**src/rtl/booth_mult_seq_4_pkg.sv**
```systemverilog
// -----------------------------------------------------------------------------
// booth_mult_seq_4_pkg
// Shared definitions for the iterative radix-4 Booth multiplier:
//   - sequencer state encoding
//   - named Booth window encodings {b[2i+1], b[2i], b[2i-1]}
//   - default operand width and helpers for the derived sizes
// -----------------------------------------------------------------------------
package booth_mult_seq_4_pkg;

    localparam int DEF_WIDTH = 12;

    typedef enum logic {
        IDLE = 1'b0,
        RUN  = 1'b1
    } state_t;

    // Booth windows, named by the digit each one selects.
    localparam logic [2:0] WIN_ZERO_LO = 3'b000;  //  0
    localparam logic [2:0] WIN_POS1_A  = 3'b001;  // +1
    localparam logic [2:0] WIN_POS1_B  = 3'b010;  // +1
    localparam logic [2:0] WIN_POS2    = 3'b011;  // +2
    localparam logic [2:0] WIN_NEG2    = 3'b100;  // -2
    localparam logic [2:0] WIN_NEG1_A  = 3'b101;  // -1
    localparam logic [2:0] WIN_NEG1_B  = 3'b110;  // -1
    localparam logic [2:0] WIN_ZERO_HI = 3'b111;  //  0

    // Product width for a given operand width.
    function automatic int pw_of(input int width);
        return 2 * width;
    endfunction

    // Number of Booth steps (two multiplier bits per step).
    function automatic int steps_of(input int width);
        return width / 2;
    endfunction

    // Width of the step index; never below one bit.
    function automatic int idx_w_of(input int width);
        return (width / 2 <= 2) ? 1 : $clog2(width / 2);
    endfunction

endpackage

```
**src/rtl/booth_mult_seq_4_pp_sel.sv**
```systemverilog
// -----------------------------------------------------------------------------
// booth_pp_sel_4
// Combinational partial-product selector for one radix-4 Booth step.
// Ports:
//   window  in   3        Booth window {b[2i+1], b[2i], b[2i-1]}
//   a       in   WIDTH    signed multiplicand
//   idx     in   IDX_W    step index i
//   pp      out  2*WIDTH  sign-extended A * digit, shifted left by 2i
// -----------------------------------------------------------------------------
module booth_pp_sel_4
    import booth_mult_seq_4_pkg::*;
#(
    parameter int WIDTH = DEF_WIDTH,
    parameter int IDX_W = idx_w_of(DEF_WIDTH)
) (
    input  logic [2:0]             window,
    input  logic [WIDTH-1:0]       a,
    input  logic [IDX_W-1:0]       idx,
    output logic [2*WIDTH-1:0]     pp
);

    localparam int PW = pw_of(WIDTH);

    logic [PW-1:0] a_ext;
    logic [PW-1:0] mag;

    assign a_ext = {{WIDTH{a[WIDTH-1]}}, a};

    // Negation is done at full product width so the sign extension of -A
    // (and of -2A) is exact, including for the most negative A.
    always_comb begin
        // NOTE: default first so every path assigns mag and no latch is inferred.
        mag = '0;
        case (window)
            WIN_ZERO_LO, WIN_ZERO_HI: mag = '0;
            WIN_POS1_A,  WIN_POS1_B:  mag = a_ext;
            WIN_POS2:                 mag = a_ext << 1;
            WIN_NEG2:                 mag = ~(a_ext << 1) + PW'(1);
            WIN_NEG1_A,  WIN_NEG1_B:  mag = ~a_ext + PW'(1);
            default:                  mag = '0;
        endcase
    end

    // Weight 4^i is a left shift by 2i.
    assign pp = mag << {idx, 1'b0};

endmodule

```
**src/rtl/booth_mult_seq_4.sv**
```systemverilog
// -----------------------------------------------------------------------------
// booth_mult_seq_4
// Iterative signed radix-4 Booth multiplier. Captures A/B on start in IDLE,
// adds one weighted partial product per clock for WIDTH/2 clocks, then writes
// the exact 2*WIDTH signed product and pulses done for one cycle.
// Ports:
//   clk      in   1        system clock
//   rst      in   1        asynchronous active-high reset
//   start    in   1        request; sampled only in IDLE
//   mult_a   in   WIDTH    signed multiplicand
//   mult_b   in   WIDTH    signed multiplier
//   busy     out  1        multiplication in progress
//   done     out  1        one-cycle pulse, product valid
//   product  out  2*WIDTH  signed product, held until the next done
// -----------------------------------------------------------------------------
module booth_mult_seq_4
    import booth_mult_seq_4_pkg::*;
#(
    parameter int WIDTH = DEF_WIDTH
) (
    input  logic                 clk,
    input  logic                 rst,
    input  logic                 start,
    input  logic [WIDTH-1:0]     mult_a,
    input  logic [WIDTH-1:0]     mult_b,
    output logic                 busy,
    output logic                 done,
    output logic [2*WIDTH-1:0]   product
);

    localparam int PW    = pw_of(WIDTH);
    localparam int STEPS = steps_of(WIDTH);
    localparam int IDX_W = idx_w_of(WIDTH);

    state_t            state;
    state_t            next_state;
    logic [WIDTH-1:0]  a_reg;
    logic [WIDTH-1:0]  b_reg;
    logic [PW-1:0]     acc;
    logic [IDX_W-1:0]  idx;
    logic [2:0]        window;
    logic [PW-1:0]     pp;
    logic [PW-1:0]     acc_next;
    logic              last_step;

    // B with the implicit B[-1]=0 appended below the LSB, so window i is
    // simply bits [2i+2 : 2i] of this vector.
    logic [WIDTH:0]    b_ext;
    assign b_ext     = {b_reg, 1'b0};
    assign window    = 3'(b_ext >> {idx, 1'b0});
    assign last_step = (idx == IDX_W'(STEPS - 1));
    assign acc_next  = acc + pp;

    booth_pp_sel_4 #(
        .WIDTH (WIDTH),
        .IDX_W (IDX_W)
    ) u_pp_sel (
        .window (window),
        .a      (a_reg),
        .idx    (idx),
        .pp     (pp)
    );

    // State register.
    always_ff @(posedge clk or posedge rst) begin
        if (rst) begin
            state <= IDLE;
        end else begin
            // NOTE: non-blocking so every flop samples pre-edge values.
            state <= next_state;
        end
    end

    // Next-state logic.
    always_comb begin
        next_state = state;
        case (state)
            IDLE:    if (start)     next_state = RUN;
            RUN:     if (last_step) next_state = IDLE;
            default:                next_state = IDLE;
        endcase
    end

    // Output logic.
    always_comb begin
        busy = (state == RUN);
    end

    // Datapath: operand capture, accumulation and result write-back.
    // The final step writes acc + pp straight to product so the result is
    // available on the same edge that ends RUN.
    always_ff @(posedge clk or posedge rst) begin
        if (rst) begin
            // NOTE: all datapath registers are reset so an abandoned
            // operation leaves product reading zero.
            a_reg   <= '0;
            b_reg   <= '0;
            acc     <= '0;
            idx     <= '0;
            product <= '0;
            done    <= 1'b0;
        end else begin
            done <= 1'b0;
            case (state)
                IDLE: begin
                    if (start) begin
                        a_reg <= mult_a;
                        b_reg <= mult_b;
                        acc   <= '0;
                        idx   <= '0;
                    end
                end
                RUN: begin
                    acc <= acc_next;
                    idx <= idx + IDX_W'(1);
                    if (last_step) begin
                        product <= acc_next;
                        done    <= 1'b1;
                    end
                end
                default: ;
            endcase
        end
    end

endmodule

```
**config.mk**
```make
export PLATFORM = sky130hd
export DESIGN_NAME = booth_mult_seq_4
export DESIGN_NICKNAME = d
export VERILOG_FILES = /design/src/rtl/booth_mult_seq_4_pkg.sv /design/src/rtl/booth_mult_seq_4_pp_sel.sv /design/src/rtl/booth_mult_seq_4.sv
export SDC_FILE = /design/constraint.sdc
export NUM_CORES = 1
export LEC_CHECK = 0
export BUFFER_PORTS_ARGS = -buffer_cell sky130_fd_sc_hd__buf_2
export CORE_AREA = 5 5 130 132
export CTS_BUF_LIST = sky130_fd_sc_hd__clkbuf_8 sky130_fd_sc_hd__clkbuf_16
export CTS_CLUSTER_DIAMETER = 60
export DETAILED_ROUTE_END_ITERATION = 10
export DIE_AREA = 0 0 135 137
export MAX_ROUTING_LAYER = met4
export PLACE_DENSITY = 0.55
export SLEW_MARGIN = 30
export SYNTH_ARGS = -nofsm -noshare
export SYNTH_HDL_FRONTEND = slang
export SYNTH_HIERARCHICAL = 1
export SYNTH_SLANG_ARGS = --single-unit
```
**constraint.sdc**
```tcl
create_clock -name clk -period 5.3 [get_ports clk]
set_clock_uncertainty 0.05 [all_clocks]
set_input_delay 0.265 -clock clk [delete_from_list [all_inputs] [get_ports clk]]
set_output_delay 0.265 -clock clk [all_outputs]
set_load 0.01 [all_outputs]
```
* Word level (Yosys, flattened, before mapping)
Index checks and enable logic that the tools add are counted.
** Storage, ports and cells
- Bits in registers :: 77
- Bits of input ports :: 27
- Output and inout bits :: 26
- Word-level logic and storage cells :: 41
** Operators by class
- $add $sub $neg :: 4
- Eq/ne operators :: 9
- Shift operators :: 2
- Muxes and demuxes :: 10
- Bitwise logic cells :: 3
- Reduce and logical (&&, ||, !) cells :: 6
** Operators with widths (count)
- 24-bit case mux with 5 select lines :: 1
- 24-bit by 1-bit adder with 24-bit output, second input constant :: 2
- 24-bit NOT :: 2
- 24-bit case mux with 2 select lines :: 1
- 24-bit adder :: 1
- 24-bit two-way mux :: 1
- 24-bit by 4-bit << shifter with 24-bit output :: 1
- 3-bit == test, second input constant :: 5
- 13-bit by 4-bit right shift with 3-bit output :: 1
- 3-bit by 2-bit == test with 1-bit output, second input constant :: 2
- 3-bit case mux with 2 select lines :: 1
- 2-bit OR reduction :: 3
- 1-bit two-way mux :: 4
- 2-bit AND reduction :: 2
- 3-bit by 1-bit adder with 3-bit output, second input constant :: 1
- 3-bit by 1-bit == test with 1-bit output, second input constant :: 1
- 3-bit logical NOT :: 1
- 3-bit two-way mux :: 1
- 2-bit != test, second input constant :: 1
- 1-bit case mux with 2 select lines :: 1
- 1-bit NOT :: 1

* Logic depth before layout (Yosys ltp)
- Depth after elaboration :: 7
- Mapped depth :: 22
- Mapped depth without buffers :: 17

* Modules after synthesis
The synthesis kept the hierarchy.
** Modules (own cells, without submodules)
- booth_mult_seq_4 :: times used 1, cells each 461, area an instance 4635.7 sq um, seq. area each 1926.8 sq um
- booth_pp_sel_4 :: times used 1, cells each 218, area an instance 1455.1 sq um, seq. area each 0.0 sq um

* Least setup slack after synthesis
No wires, ideal clock.
- Path kind :: register -> register
- Start point :: register idx[0]
- End point :: register acc[21]
- Setup time :: 0.122 ns
- Arrival :: 4.758 ns
- Data required time :: 5.128 ns
- Slack :: 0.370 ns
- Stages on the path, launching flop included :: 21
- Path buffers :: 4
- Clock period less this slack :: 4.930 ns
- Cells stage by stage :: dfrtp_1 -> clkbuf_1 -> mux4_2 -> inv_1 -> o22ai_1 -> clkbuf_1 -> xor2_1 -> and2_1 -> buf_2 -> a221oi_1 -> o2bb2ai_1 -> a21oi_1 -> a211o_1 -> ha_1 -> buf_2 -> a21o_1 -> a221oi_2 -> o21ai_0 -> a21o_1 -> or3_1 -> a32o_1
** Between the ends
- Cells in the longest elaborated chain, start to end :: 7
- Elaborated cells between the ends (all ways) :: 16
- Classes of those cells :: add/sub: 1; eq/ne: 7; shift: 2; mux: 2; reduce/logical: 4
** Ends and longest elaborated chain
- from (decl) :: line booth_mult_seq_4.sv:40 : logic [IDX_W-1:0] idx;
- from (signal assigned) :: line booth_mult_seq_4.sv:115 : idx <= idx + IDX_W'(1);
- 13-bit by 4-bit right shift with 3-bit output * :: line booth_mult_seq_4.sv:50 : assign window = 3'(b_ext >> {idx, 1'b0});
- net window[1] :: line booth_mult_seq_4.sv:41 : logic [2:0] window;
- 3-bit == test (tied with other cells) :: line booth_mult_seq_4_pp_sel.sv:34 : case (window)
- 2-bit OR reduction :: line booth_mult_seq_4_pp_sel.sv:34
- 24-bit case mux with 5 select lines * :: line booth_mult_seq_4_pp_sel.sv:34
- 24-bit by 4-bit << shifter with 24-bit output * :: line booth_mult_seq_4_pp_sel.sv:45 : assign pp = mag << {idx, 1'b0};
- net pp[14] :: line booth_mult_seq_4.sv:42 : logic [PW-1:0] pp;
- 24-bit adder * :: line booth_mult_seq_4.sv:52 : assign acc_next = acc + pp;
- 24-bit case mux with 2 select lines * :: line booth_mult_seq_4.sv:104 : case (state)
- to (signal assigned) :: line booth_mult_seq_4.sv:114 : acc <= acc_next;
- to (decl) :: line booth_mult_seq_4.sv:39 : logic [PW-1:0] acc;
The timed path passes the listed nets; every way through them passes the cells marked *.
A chain may end at the register's enable or synchronous reset.

* Final worst setup path
- Start point :: register a_reg[0]
- End point :: register product[22]
** Between the ends
- Cells in the longest elaborated chain, start to end :: 5
- Elaborated cells between the ends (all ways) :: 7
- Classes of those cells :: add/sub: 3; shift: 1; mux: 1; bitwise: 2
** Ends and longest elaborated chain
- from (decl) :: line booth_mult_seq_4.sv:37 : logic [WIDTH-1:0] a_reg;
- from (signal assigned) :: line booth_mult_seq_4.sv:107 : a_reg <= mult_a;
- 24-bit NOT (on tied branches) :: line booth_mult_seq_4_pp_sel.sv:39, booth_mult_seq_4_pp_sel.sv:38
- 24-bit by 1-bit adder with 24-bit output (on tied branches) :: line booth_mult_seq_4_pp_sel.sv:39, booth_mult_seq_4_pp_sel.sv:38
- 24-bit case mux with 5 select lines * :: line booth_mult_seq_4_pp_sel.sv:34
- 24-bit by 4-bit << shifter with 24-bit output * :: line booth_mult_seq_4_pp_sel.sv:45
- net pp[17] :: line booth_mult_seq_4.sv:42
- 24-bit adder * :: line booth_mult_seq_4.sv:52
- to (signal assigned) :: line booth_mult_seq_4.sv:117 : product <= acc_next;
- to (decl) :: line booth_mult_seq_4.sv:28 : output logic [2*WIDTH-1:0] product
Marked as above.

==> impl_metrics.env <==
export IMPL_clkSlewWorstSetupHoldPaths_ns=0.07
export IMPL_cts_setup_buffers=0
export IMPL_cts_tree="done"
export IMPL_reg_top3="acc x24, product x24"
export IMPL_critPathKind="reg -> reg"
export IMPL_synth_top_area_cell="dfrtp_1"
export IMPL_hp_class="in -> async"
export IMPL_rows=46
export IMPL_worstSetupStartpoint="a_reg[0]"
export IMPL_async_reset_ff_share_pct=100
export IMPL_grt_first_pass_wirelength_um=29300
export IMPL_ctsHoldBuffers=0
export IMPL_syn_instance_count=679
export IMPL_initial_core_util_pct=39.1
export IMPL_drt_pass1_iter_count=5
export IMPL_cts_max_level=3
export IMPL_grt_pass1_vias=5388
export IMPL_cp_required_ns=5.52
export IMPL_rsz0062_at_grt="no"
export IMPL_synth_seq_area_share_pct=31.6
export IMPL_crit_fanout=8
export IMPL_finalSetupTns_ns=0
export IMPL_die_w_um=135
export IMPL_root_buffer="clkbuf_16"
export IMPL_grt_overflow_total=0
export IMPL_ant_nets=0
export IMPL_ios=53
export IMPL_insertion_delay_ns=0.35
export IMPL_maxSlewViolCount=0
export IMPL_worst_setup_path_start_kind="flip-flop"
export IMPL_dr_first_iter_drc_count=395
export IMPL_netlist_area_leader_share_pct=31.6
export IMPL_yosysWarnings=6
export IMPL_antenna_found_initial=0
export IMPL_cp_data_arrival_time_ns=5.25
export IMPL_dp_hpwl_um=13500
export IMPL_cp_end_kind="flip-flop"
export IMPL_max_freq_mhz=199
export IMPL_relSlewSlack_pct=38.2
export IMPL_setup_viol=0
export IMPL_wl_per_cell_um=19.1
export IMPL_cts_sinks=77
export IMPL_synth_avg_cell_area_um2=8.97
export IMPL_vias=5522
export IMPL_hold_violations=0
export IMPL_grt_max_degree=78
export IMPL_status="finished clean"
export IMPL_routed_wirelength_um=18000
export IMPL_syn_to_final_growth_pct=14.7
export IMPL_synth_commonest_cells="dfrtp_1, nand2_1, mux2_2, nor2_1, a21oi_1"
export IMPL_synth_main_ff_cell="dfrtp_1"
export IMPL_diodes=0
export IMPL_drive_gt1_share_pct=24.2
export IMPL_finalCriticalPeriod_ns=5.03
export IMPL_core_area_um2=15600
export IMPL_via_per_inst=5.86
export IMPL_nNetsFinal=776
export IMPL_gp_congestion=0.932
export IMPL_syn_area_um2=6090
export IMPL_drc=0
export IMPL_syn_nets=733
export IMPL_ys_types=91
export IMPL_worst_pin_slew_ns=0.926
export IMPL_cap_violations=0
export IMPL_die_h_um=137
export IMPL_period_share_pct=95.0
export IMPL_ys_seq_elements=77
export IMPL_track_usage_pct=20.6
export IMPL_synth_edf_count=0
export IMPL_synth_area_top_cells="dfrtp_1, mux2_2, ha_1"
export IMPL_io_buffers=52
export IMPL_die_area_um2=18500
export IMPL_cts_repair_resized=0
export IMPL_cts_buffers=9
export IMPL_reg2reg_from="a_reg[0]"
export IMPL_clock_path_buffers=2
## worst paths after layout
kind,slack [ns],cells past startpoint,to
max,0.27,15,product[22]
min,0.05,3,b_reg[6]
max reg2reg,0.27,15,product[22]
min reg2reg,0.43,2,product[0]
max in group asynchronous,4.63,3,acc[8]
min in group clk,0.09,2,a_reg[7]
## routing by layer
metal | track usage, % | wire length [µm]
met4 | 5.77 | 217
met3 | 4.41 | 894
met5 | - | 0
met1 | 29.8 | 9170
met2 | 29.0 | 7690
## cells by family (layout without fill, tap and decap cells)
kind of cell	after synthesis	in the layout	synth area share [%]
AOI/OAI and AO/OA	207	207	25.8
xor gates and xnor gates	23	23	3.31
adders and majority gates	27	27	5.67
buffers and inverters	75	123	5.36
DFF	77	77	31.6
muxes	56	56	10.4
and+or+nand+nor	214	214	17.8
## metrics by stage
| step | area, µm² | utilization [%] | hold slack [ns] | worst slack, ns | instances |
|---|---|---|---|---|---|
| after CTS | 6950 | 44.6 | 0.0827 | 0.191 | 943 |
| after floorplan | 6090 | - | 0.367 | 0.370 | 679 |
| after global routing | 6980 | 44.8 | 0.0848 | 0.0393 | 943 |
| final | 6980 | 44.8 | 0.0455 | 0.266 | 943 |
| after global placement | 6620 | 42.4 | 0.397 | 0.251 | 927 |
| after detailed placement | 6630 | 42.5 | 0.410 | 0.222 | 927 |
## cell usage in the layout (no fill, tap or decap), types with 3 or more instances in the layout
cell and n:
nand2_1 77, dfrtp_1 76, buf_2 52, mux2_2 38, a21oi_1 33, nor2_1 33, buf_4 28, inv_1 26
ha_1 26, o21ai_0 25, nand3_1 21, mux2i_1 16, xnor2_1 14, a21o_1 13, o211ai_1 11, a31oi_1 11
a22o_1 11, and2_1 10, nor3_1 10, xor2_1 9, clkbuf_16 9, or3_1 8, nand4_1 8, nand2b_1 8
and3_1 7, o22ai_1 7, a31o_2 7, o31ai_1 7, a22oi_1 7, a211oi_1 6, o21a_1 5, a221oi_1 4
nor3b_1 4, nor4_1 4, a311o_1 3, a211o_1 3, a311oi_1 3, a21oi_2 3, o21ai_1 3
## layout make-up
cell class | count | area [µm²]
Multi-Input combinational cell | 527 | 3880
Fill cell | 1542 | 8610
Sequential cell | 77 | 1930
Clock inverter | 6 | 87.6
Timing Repair Buffer | 81 | 482
Clock buffer | 10 | 239
Tap cell | 216 | 270
Inverter | 26 | 98.8
## critical path: stages (launching register included)
cell and delay (ns):
dfrtp_1 0.46, inv_1 0.09, ha_1 0.27, or4b_4 0.53
or4_4 0.51, a31oi_1 0.25, o221ai_1 0.28, a22oi_1 0.39
o31ai_1 0.20, ha_1 0.44, and4_1 0.28, and3_1 0.19
and2_1 0.19, a311oi_4 0.34, mux2_2 0.39, o211ai_1 0.09
Power is left out: the tool's default activity adds up to more than one toggle a clock period on the data nets, which glitch-free logic cannot reach.
